`config.mk`:
```
export PLATFORM = sky130hd
export DESIGN_NAME = ttl_74193
export DESIGN_NICKNAME = d
export VERILOG_FILES = /design/src/rtl/ttl_74193.sv
export SDC_FILE = /design/constraint.sdc
export NUM_CORES = 1
export LEC_CHECK = 0
export CAP_MARGIN = 5
export CORE_AREA = 4 4 41 43
export CTS_CLUSTER_DIAMETER = 200
export DETAILED_ROUTE_END_ITERATION = 6
export DIE_AREA = 0 0 45 47
export SETUP_SLACK_MARGIN = 0.05
export SYNTH_ARGS = -nofsm -noshare
export SYNTH_HDL_FRONTEND = slang
export SYNTH_SLANG_ARGS = --single-unit
```
`constraint.sdc`:
```
create_clock -name CLK -period 1.95 [get_ports CLK]
set_input_delay 0.39 -clock CLK [delete_from_list [all_inputs] [get_ports CLK]]
set_output_delay 0.39 -clock CLK [all_outputs]
set_load 0.02 [all_outputs]
```
`src/rtl/ttl_74193.sv`:
```
// 74LS193-style synchronous 4-bit up/down counter with edge-detected count pins.
// Define TTL_74193_SYNC_CARRY_EN to register CO_n/BO_n instead of driving them combinationally.
module ttl_74193 (
    input  logic CLK,
    input  logic RST,
    input  logic UP,
    input  logic DOWN,
    input  logic LOAD_n,
    input  logic CLR,
    input  logic A,
    input  logic B,
    input  logic C,
    input  logic D,
    output logic QA,
    output logic QB,
    output logic QC,
    output logic QD,
    output logic CO_n,
    output logic BO_n
);

    logic [3:0] q;
    logic [3:0] q_next;
    logic       up_prev;
    logic       dn_prev;
    logic       up_rise;
    logic       dn_rise;

    assign up_rise = UP & ~up_prev;
    assign dn_rise = DOWN & ~dn_prev;

    // A rise only counts while the opposite pin idles high
    always_comb begin
        q_next = q;
        if (RST || CLR) begin
            q_next = 4'd0;
        end else if (!LOAD_n) begin
            q_next = {D, C, B, A};
        end else if (up_rise && DOWN && !dn_rise) begin
            q_next = q + 4'd1;
        end else if (dn_rise && UP && !up_rise) begin
            q_next = q - 4'd1;
        end
    end

    // Edge registers track the pins every cycle so edges during clear/load are consumed
    always_ff @(posedge CLK) begin
        up_prev <= UP;
        dn_prev <= DOWN;
        q       <= q_next;
    end

    assign {QD, QC, QB, QA} = q;

`ifdef TTL_74193_SYNC_CARRY_EN
    always_ff @(posedge CLK) begin
        if (RST || CLR) begin
            CO_n <= 1'b1;
            BO_n <= 1'b1;
        end else begin
            CO_n <= ~((q_next == 4'd15) & ~UP);
            BO_n <= ~((q_next == 4'd0) & ~DOWN);
        end
    end
`else
    assign CO_n = ~((q == 4'd15) & ~UP);
    assign BO_n = ~((q == 4'd0) & ~DOWN);
`endif

endmodule

```
## Word-level counts from Yosys, hierarchy flattened

Cells that the tools add are included.

| cells by class | value |
|---|---|
| reductions and logical operators | 8 |
| add/sub/neg operators | 2 |
| bitwise operators | 10 |
| shifts and indexed selects | 0 |
| divide/modulo/power cells | 0 |
| muxes and demuxes | 3 |
| magnitude comparators | 0 |
| multiply operators | 0 |
| equality and inequality tests | 2 |

Operators with widths:

| kind | number |
|---|---|
| 4-bit two-way mux | 3 |
| 1-bit NOT | 6 |
| 4-bit by 1-bit adder with 4-bit output, second input constant | 1 |
| 1-bit bitwise AND | 4 |
| 4-bit == test, second input constant | 1 |
| 1-bit logical AND | 4 |
| 4-bit logical NOT | 1 |
| 4-bit by 1-bit subtractor with 4-bit output, second input constant | 1 |
| 3-bit by 1-bit inequality test with 1-bit output, second input constant | 1 |
| 1-bit logical NOT | 2 |
| 1-bit logical OR | 1 |

| word-level totals | value |
|---|---|
| memory bits (read-only) | 0 |
| memory bits (writable) | 0 |
| memories kept | 0 |
| input bits | 10 |
| latch bits | 0 |
| bits in registers | 6 |

## Longest topological paths before layout

Gate-level depths: netlist (run 1).

| logic depth | value |
|---|---|
| word-level depth | 7 |
| depth in mapped cells | 7 |
| gate-level depth less buffers | 7 |

## Worst setup path before layout (run 1)

Ideal clock, no wire load.

| timing | value |
|---|---|
| path kind | input -> register |
| from | in UP |
| to | reg q[3] |
| setup slack | 294 ps |
| arrival time | 1577 ps |
| setup time | 79 ps |
| stages | 6 |
| cell sequence | nand4_1 ha_1 nand3_1 and3_1 or2_2 o211ai_1 |

| between the ends | value |
|---|---|
| longest elaborated chain between the ends | 5 |
| elaborated cells between the ends (all ways) | 9 |

RTL lines:

| what | RTL line | text |
|---|---|---|
| start, declared | 6 | `input logic UP,` |
| 1-bit bitwise AND | 29 | `assign up_rise = UP & ~up_prev;` |
| 1-bit logical AND (2 in a row) | 39 | `end else if (up_rise && DOWN && !dn_rise) begin` |
| 4-bit two-way mux | 39 |  |
| 4-bit two-way mux | 37 | `end else if (!LOAD_n) begin` |
| end signal, assigned | 50 | `q <= q_next;` |
| end, declared | 22 | `logic [3:0] q;` |

Parallel ways exist; a longest one is shown, timed or not.
A chain may end at the register's enable or synchronous reset.

## Final worst setup path (run 1)

| timing | value |
|---|---|
| from | reg q[2] |
| to | out CO_n |

| between the ends | value |
|---|---|
| longest elaborated chain between the ends | 3 |

RTL lines:

| what | RTL line | text |
|---|---|---|
| 4-bit == test | 66 | `assign CO_n = ~((q == 4'd15) & ~UP);` |
| 1-bit bitwise AND | 66 |  |
| 1-bit NOT | 66 |  |
| end, declared | 18 | `output logic CO_n,` |

No other way between the ends.

==> results_dict.tcl, run 1 <==
set metrics [dict create \
    drive_gt1_share_pct 24.3 \
    fmax_ghz 0.559 \
    cts_tree "yes" \
    max_slew_margin_pct 80.7 \
    final_util_pct 49.6 \
    grt_max_degree 9 \
    clock_latency_ns 0.25 \
    n_fill_cell 142 \
    die-area_um2 2120 \
    start_util_pct 30.3 \
    worstReg2RegStart "dn_prev" \
    routed.top_layer "met4" \
    finalMaxSlewViolations 0 \
    min_period_over_period_pct 91.8 \
    grt_util_all_layers_pct 12.4 \
    ys_types 26 \
    crit_path_end_kind "primary output" \
    grt_pass1_wl_mm 1.79 \
    wl_met3_um 61 \
    crit_start "q[2]" \
    rsz0062_at_grt "no" \
    synth_edf_count 0 \
    fin_hold_ws_ns 0.355 \
    antenna_cells 0 \
    finalNetCount 85 \
    gp_congestion 0.724 \
    area_growth_pct 63.8 \
    path_clk_slew_ns 0.05 \
    finalSetupTns_ns 0 \
    status "finished, final reports clean" \
    grt-ovfl-total 0 \
    wl_met2_um 462 \
    start_kind "register" \
    drt_iter0_markers 5 \
    multi_input_area_um2 273 \
    leakagePower_nw 0.248 \
    critical_path_class "reg -> out" \
    ant_nets 0 \
    hpwl_um 839 \
    dp.cells 82 \
    cts_max_level 1 \
    cts_sinks 6 \
    setup_viol 0 \
    final_common_cell "clkdlybuf4s50_1" \
    syn_inst 46 \
    synthFlopType "dfxtp_1" \
    crit_required_ns 1.56 \
    wl_met1_um 517 \
    synthesis.area_um2 394 \
    antenna_found_initial 0 \
    firstDrtPassIters 4 \
    cap_violations 0 \
    wire_per_inst_um 12.7 \
    clk_path_buf_depth 2 \
    first_global_vias 468 \
    stdcell_count 85 \
    vias 435 \
    cts_buffers 3 \
    syn_nets 59 \
    drc_errors 0 \
    powerDensity_nw_per_um2 537 \
    ys_seq_area_share_pct 30.5 \
    fp.dieH_um 47 \
    r2r_slack_ns 0.20 \
    coreArea_um2 1300 \
    worstMarginPinSlew_ns 0.287 \
    wirelength_mm 1.08 \
    regArea_um2 120 \
    critical_path_arrival_ns 1.40 \
    vias_per_cell 5.12 \
    yosys_warnings 0 \
    rows 13 \
    cts-root-buf "clkbuf_4" \
    async_flop_share_pct 0 \
    cp_max_fo 5 \
    hold_violations 0 \
    layout_common_cells "clkdlybuf4s50_1 (11), buf_4 (8), dfxtp_1 (6)" \
    syn_avg_cell_area_um2 8.57 \
    clock-skew-final_ns 0.00486 \
    fp.dieW_um 45 \
    vdd_drop_max_uv 255 \
    min_period_ns 1.79 \
    worstHoldStart "DOWN" \
    min_path_type "in -> reg" \
    io_buffers 15 \
    io_pins 16 \
    ys_ff_latch 6 \
]
kinds of logic (layout without fill, tap and decap cells):
logic type                 after synthesis  after routing  share of synthesized area, %
xor gates and xnor gates                 3              3                          6.67
AOI/OAI and AO/OA                       10             10                          16.2
buffers and inverters                    4             28                          4.45
and+or+nand+nor                         19             19                          28.3
adders and majority gates                3              3                          11.4
DFF                                      6              6                          30.5
muxes                                    1              1                          2.54
per-layer routing:
layer	GRT usage (%)	vias up
met3	4.21	5
li1	-	220
met5	0	-
met4	12.3	0
met1	14.4	195
met2	17.2	15
metrics by stage:
| step | worst slack [ns] | area (um2) | total power, W |
|---|---|---|---|
| final | 0.160 | 646 | 0.000347 |
| after global routing | 0.0561 | 646 | 0.000370 |
| after CTS | 0.0915 | 636 | 0.000349 |
| after detailed placement | -0.390 | 613 | 0.000231 |
| after global placement | -0.367 | 613 | 0.000231 |
| after floorplan | 0.294 | 394 | 0.000181 |
flip-flops by register name, summed over array words and instances (netlist names):
register / count
up_prev: 1
dn_prev: 1
q: 4
Yosys cell counts (2+ instances only):
| cell | instances | area, um2 |
|---|---|---|
| or2_2 | 2 | 12.5 |
| buf_2 | 2 | 10.0 |
| nor4_1 | 2 | 12.5 |
| nand4_1 | 3 | 18.8 |
| a21oi_1 | 3 | 15.0 |
| o211ai_1 | 2 | 15.0 |
| nand3_1 | 2 | 10.0 |
| dfxtp_1 | 6 | 120 |
| a211oi_1 | 2 | 15.0 |
| xnor2_1 | 2 | 17.5 |
| nor2_1 | 2 | 7.51 |
| inv_1 | 2 | 7.51 |
| nand2_1 | 2 | 7.51 |
| ha_1 | 2 | 25.0 |
what timing repair did:
action,4_1_cts,5_1_grt
hold buffers,0,0
endpoints found under the setup margin,5,2
pin swaps,2,2
resized for setup,6,4
buffers inserted,0,0
hold endpoints to repair,0,0
final timing paths:
path                                 to  depth (start not counted)
worst max-delay path               CO_n                          3
worst min-delay path            dn_prev                          1
worst max register to register     q[3]                          6
worst min register to register     q[3]                          2
where the power goes:
part / leakage, nW / internal, W / switching, W / total [W]
sequential: 0.0496 / 0.000129 / 0.00000621 / 0.000135
clock: 0.0138 / 0.0000697 / 0.0000466 / 0.000116
combinational: 0.184 / 0.0000533 / 0.0000417 / 0.0000950
total: 0.248 / 0.000252 / 0.0000945 / 0.000347
critical path, stage by stage (launching register included):
cell and delay (ns):
dfxtp_1 0.45, nand4_1 0.13, or2_2 0.28, clkdlybuf4s15_1 0.28
final cells by class:
class,count,share of cell area [%]
clock buffers,3,3.49
inverters,2,1.16
multi-input cells,36,42.2
flip-flops and latches,6,18.6
well taps,15,2.91
repair buffers,23,31.6
Note: power is estimated with default switching activity, not from simulation.
==> run 2: changes to the inputs <==
Settings changed: CTS_CLUSTER_DIAMETER 200 to not set.
==> results of run 2 <==
The final DEF is identical to that of run 1; final timing and power are the same.
==> run 3: changes to the inputs <==
Clock period 1.95 ns to 2.1 ns, I/O delays scaled along.
==> run 3 against run 2 <==
Combinational power down 15%. Count of clock-buffer cells in the layout unchanged. Worst hold slack better by 0.16 ns. Die area unchanged. Via count down 6.2%. Largest cell class unchanged.
==> results_dict.tcl, run 3 (synthesis gave the netlist of run 1 again) <==
set metrics [dict create \
    cts_buffers 3 \
    crit_required_ns 1.68 \
    vias 408 \
    powerDensity_nw_per_um2 515 \
    drt_iter0_markers 6 \
    cts.repair.resized 5 \
    cpPeakStageDelay_ns 0.46 \
    dp_slack_ns -0.221 \
    fmax_ghz 0.536 \
    drc_errors 0 \
    grt_max_degree 9 \
    grt_pass1_wl_mm 1.82 \
    hpwl_um 809 \
    wire_per_inst_um 12.4 \
    biggestRegsByFlops "q: 4 flops, dn_prev: 1 flops, up_prev: 1 flops" \
    leakagePower_nw 0.236 \
    area_growth_pct 57.1 \
    finalNetCount 83 \
    largest_reg_flops 4 \
    finalMaxSlewViolations 0 \
    grt-ovfl-total 0 \
    p_seq_share_pct 39.9 \
    cp_max_fo 6 \
    vdd_drop_max_uv 214 \
    layout_common_cells "clkdlybuf4s50_1 (11), dfxtp_1 (6), buf_4 (6)" \
    antenna_found_initial 0 \
    placed_area_um2 598 \
    power.share.combinational_pct 25.4 \
    crit_path_end_kind "primary output" \
    cts_setup_buffers 0 \
    cts_tree "yes" \
    multi_input_area_um2 260 \
    cts-root-buf "clkbuf_4" \
    vias_per_cell 4.92 \
    rows 13 \
    firstDrtPassIters 4 \
    wirelength_mm 1.03 \
    n_fill_cell 149 \
    path_clk_slew_ns 0.05 \
    status "finished, final reports clean" \
    cp.buffers_inverters 1 \
    clock-skew-final_ns 0.00459 \
    coreArea_um2 1300 \
    regArea_um2 120 \
    final_util_pct 47.6 \
    min_period_over_period_pct 88.8 \
    start_util_pct 30.3 \
    cts_max_level 1 \
    cts_sinks 6 \
    fp.dieW_um 45 \
    final_common_cell "clkdlybuf4s50_1" \
    io_buffers 15 \
    netSwitchingPower_w 0.0000883 \
    power_frac_clock_pct 34.7 \
    min_path_type "in -> reg" \
    antenna_cells 0 \
    setup_viol 0 \
    critical_path.top_delay_family "flip-flops" \
    first_global_vias 432 \
    cts.hold.buffers_added 0 \
    critical_path_class "reg -> out" \
    rsz0062_at_grt "no" \
    clk_path_buf_depth 2 \
    final_area_um2 619 \
    ant_nets 0 \
    setup_slack_ns 0.235 \
    grt_util_all_layers_pct 12.2 \
    hold_violations 0 \
    max_slew_margin_pct 82.1 \
    power_switching_share_pct 27.7 \
    clock_latency_ns 0.25 \
    min_period_ns 1.86 \
    gp_congestion 0.698 \
    p_int_w 0.000231 \
    cp_slowest_cell "dfxtp_1" \
    stdcell_count 83 \
    die-area_um2 2120 \
    fp.dieH_um 47 \
    dp.cells 80 \
    io_pins 16 \
    critical_path_arrival_ns 1.44 \
    drive_gt1_share_pct 19.1 \
    worstMarginPinSlew_ns 0.268 \
    critical_path.cell_chain "nand4_1 > or2_2 > dlygate4sd2_1" \
    regMostFlops "q" \
    cap_violations 0 \
    start_kind "register" \
]
==> run 3: cell types whose count changed in the layout (fill, tap and decap cells not counted), sizes merged <==
cell,previous run,this run
dlygate4sd2,1,4
buf,8,6
clkdlybuf4s15,2,0
clkbuf,4,3
==> run 3: power groups by stage <==
| stage | clock network, W | logic, W | registers (W) |
|---|---|---|---|
| floorplan | 0 | 0.0000364 | 0.000132 |
| global placement | 0 | 0.0000824 | 0.000130 |
| detailed placement | 0 | 0.0000825 | 0.000130 |
| CTS | 0.000114 | 0.0000820 | 0.000127 |
| global route | 0.000118 | 0.0000906 | 0.000128 |
| finish | 0.000111 | 0.0000810 | 0.000127 |
==> run 3: layout make-up <==
type,instances,share of cell area (%)
multi-input cells,36,42.0
repair buffers,21,30.7
flip-flops and latches,6,19.4
clock buffers,3,3.64
well taps,15,3.03
inverters,2,1.21
==> run 3: routing by layer <==
metal | up-vias | track usage [%] | part of all wire [%]
met2 | 10 | 17.2 | 44
met1 | 180 | 16.6 | 50
met4 | 0 | 8.77 | 1.3
li1 | 216 | - | -
met3 | 2 | 2.30 | 4.7
met5 | - | 0 | 0
==> run 3: path summary, 6_finish.rpt <==
| check | start | endpoint | slack (ns) | cells past startpoint |
|---|---|---|---|---|
| hold reg to reg | up_prev | q[3] | 0.60 | 2 |
| setup reg to reg | dn_prev | q[3] | 0.33 | 6 |
| setup / recovery | q[0] | CO_n | 0.24 | 3 |
| hold / removal | DOWN | dn_prev | 0.51 | 1 |
==> run 3: metrics by stage <==
step / hold slack, ns / total power (W) / setup TNS [ns]
2_1_floorplan: 0.448 / 0.000169 / 0
3_3_place_gp: 0.583 / 0.000212 / -0.825
3_5_place_dp: 0.595 / 0.000212 / -0.781
4_1_cts: 0.505 / 0.000324 / 0
5_1_grt: 0.534 / 0.000337 / 0
6_report: 0.511 / 0.000319 / 0
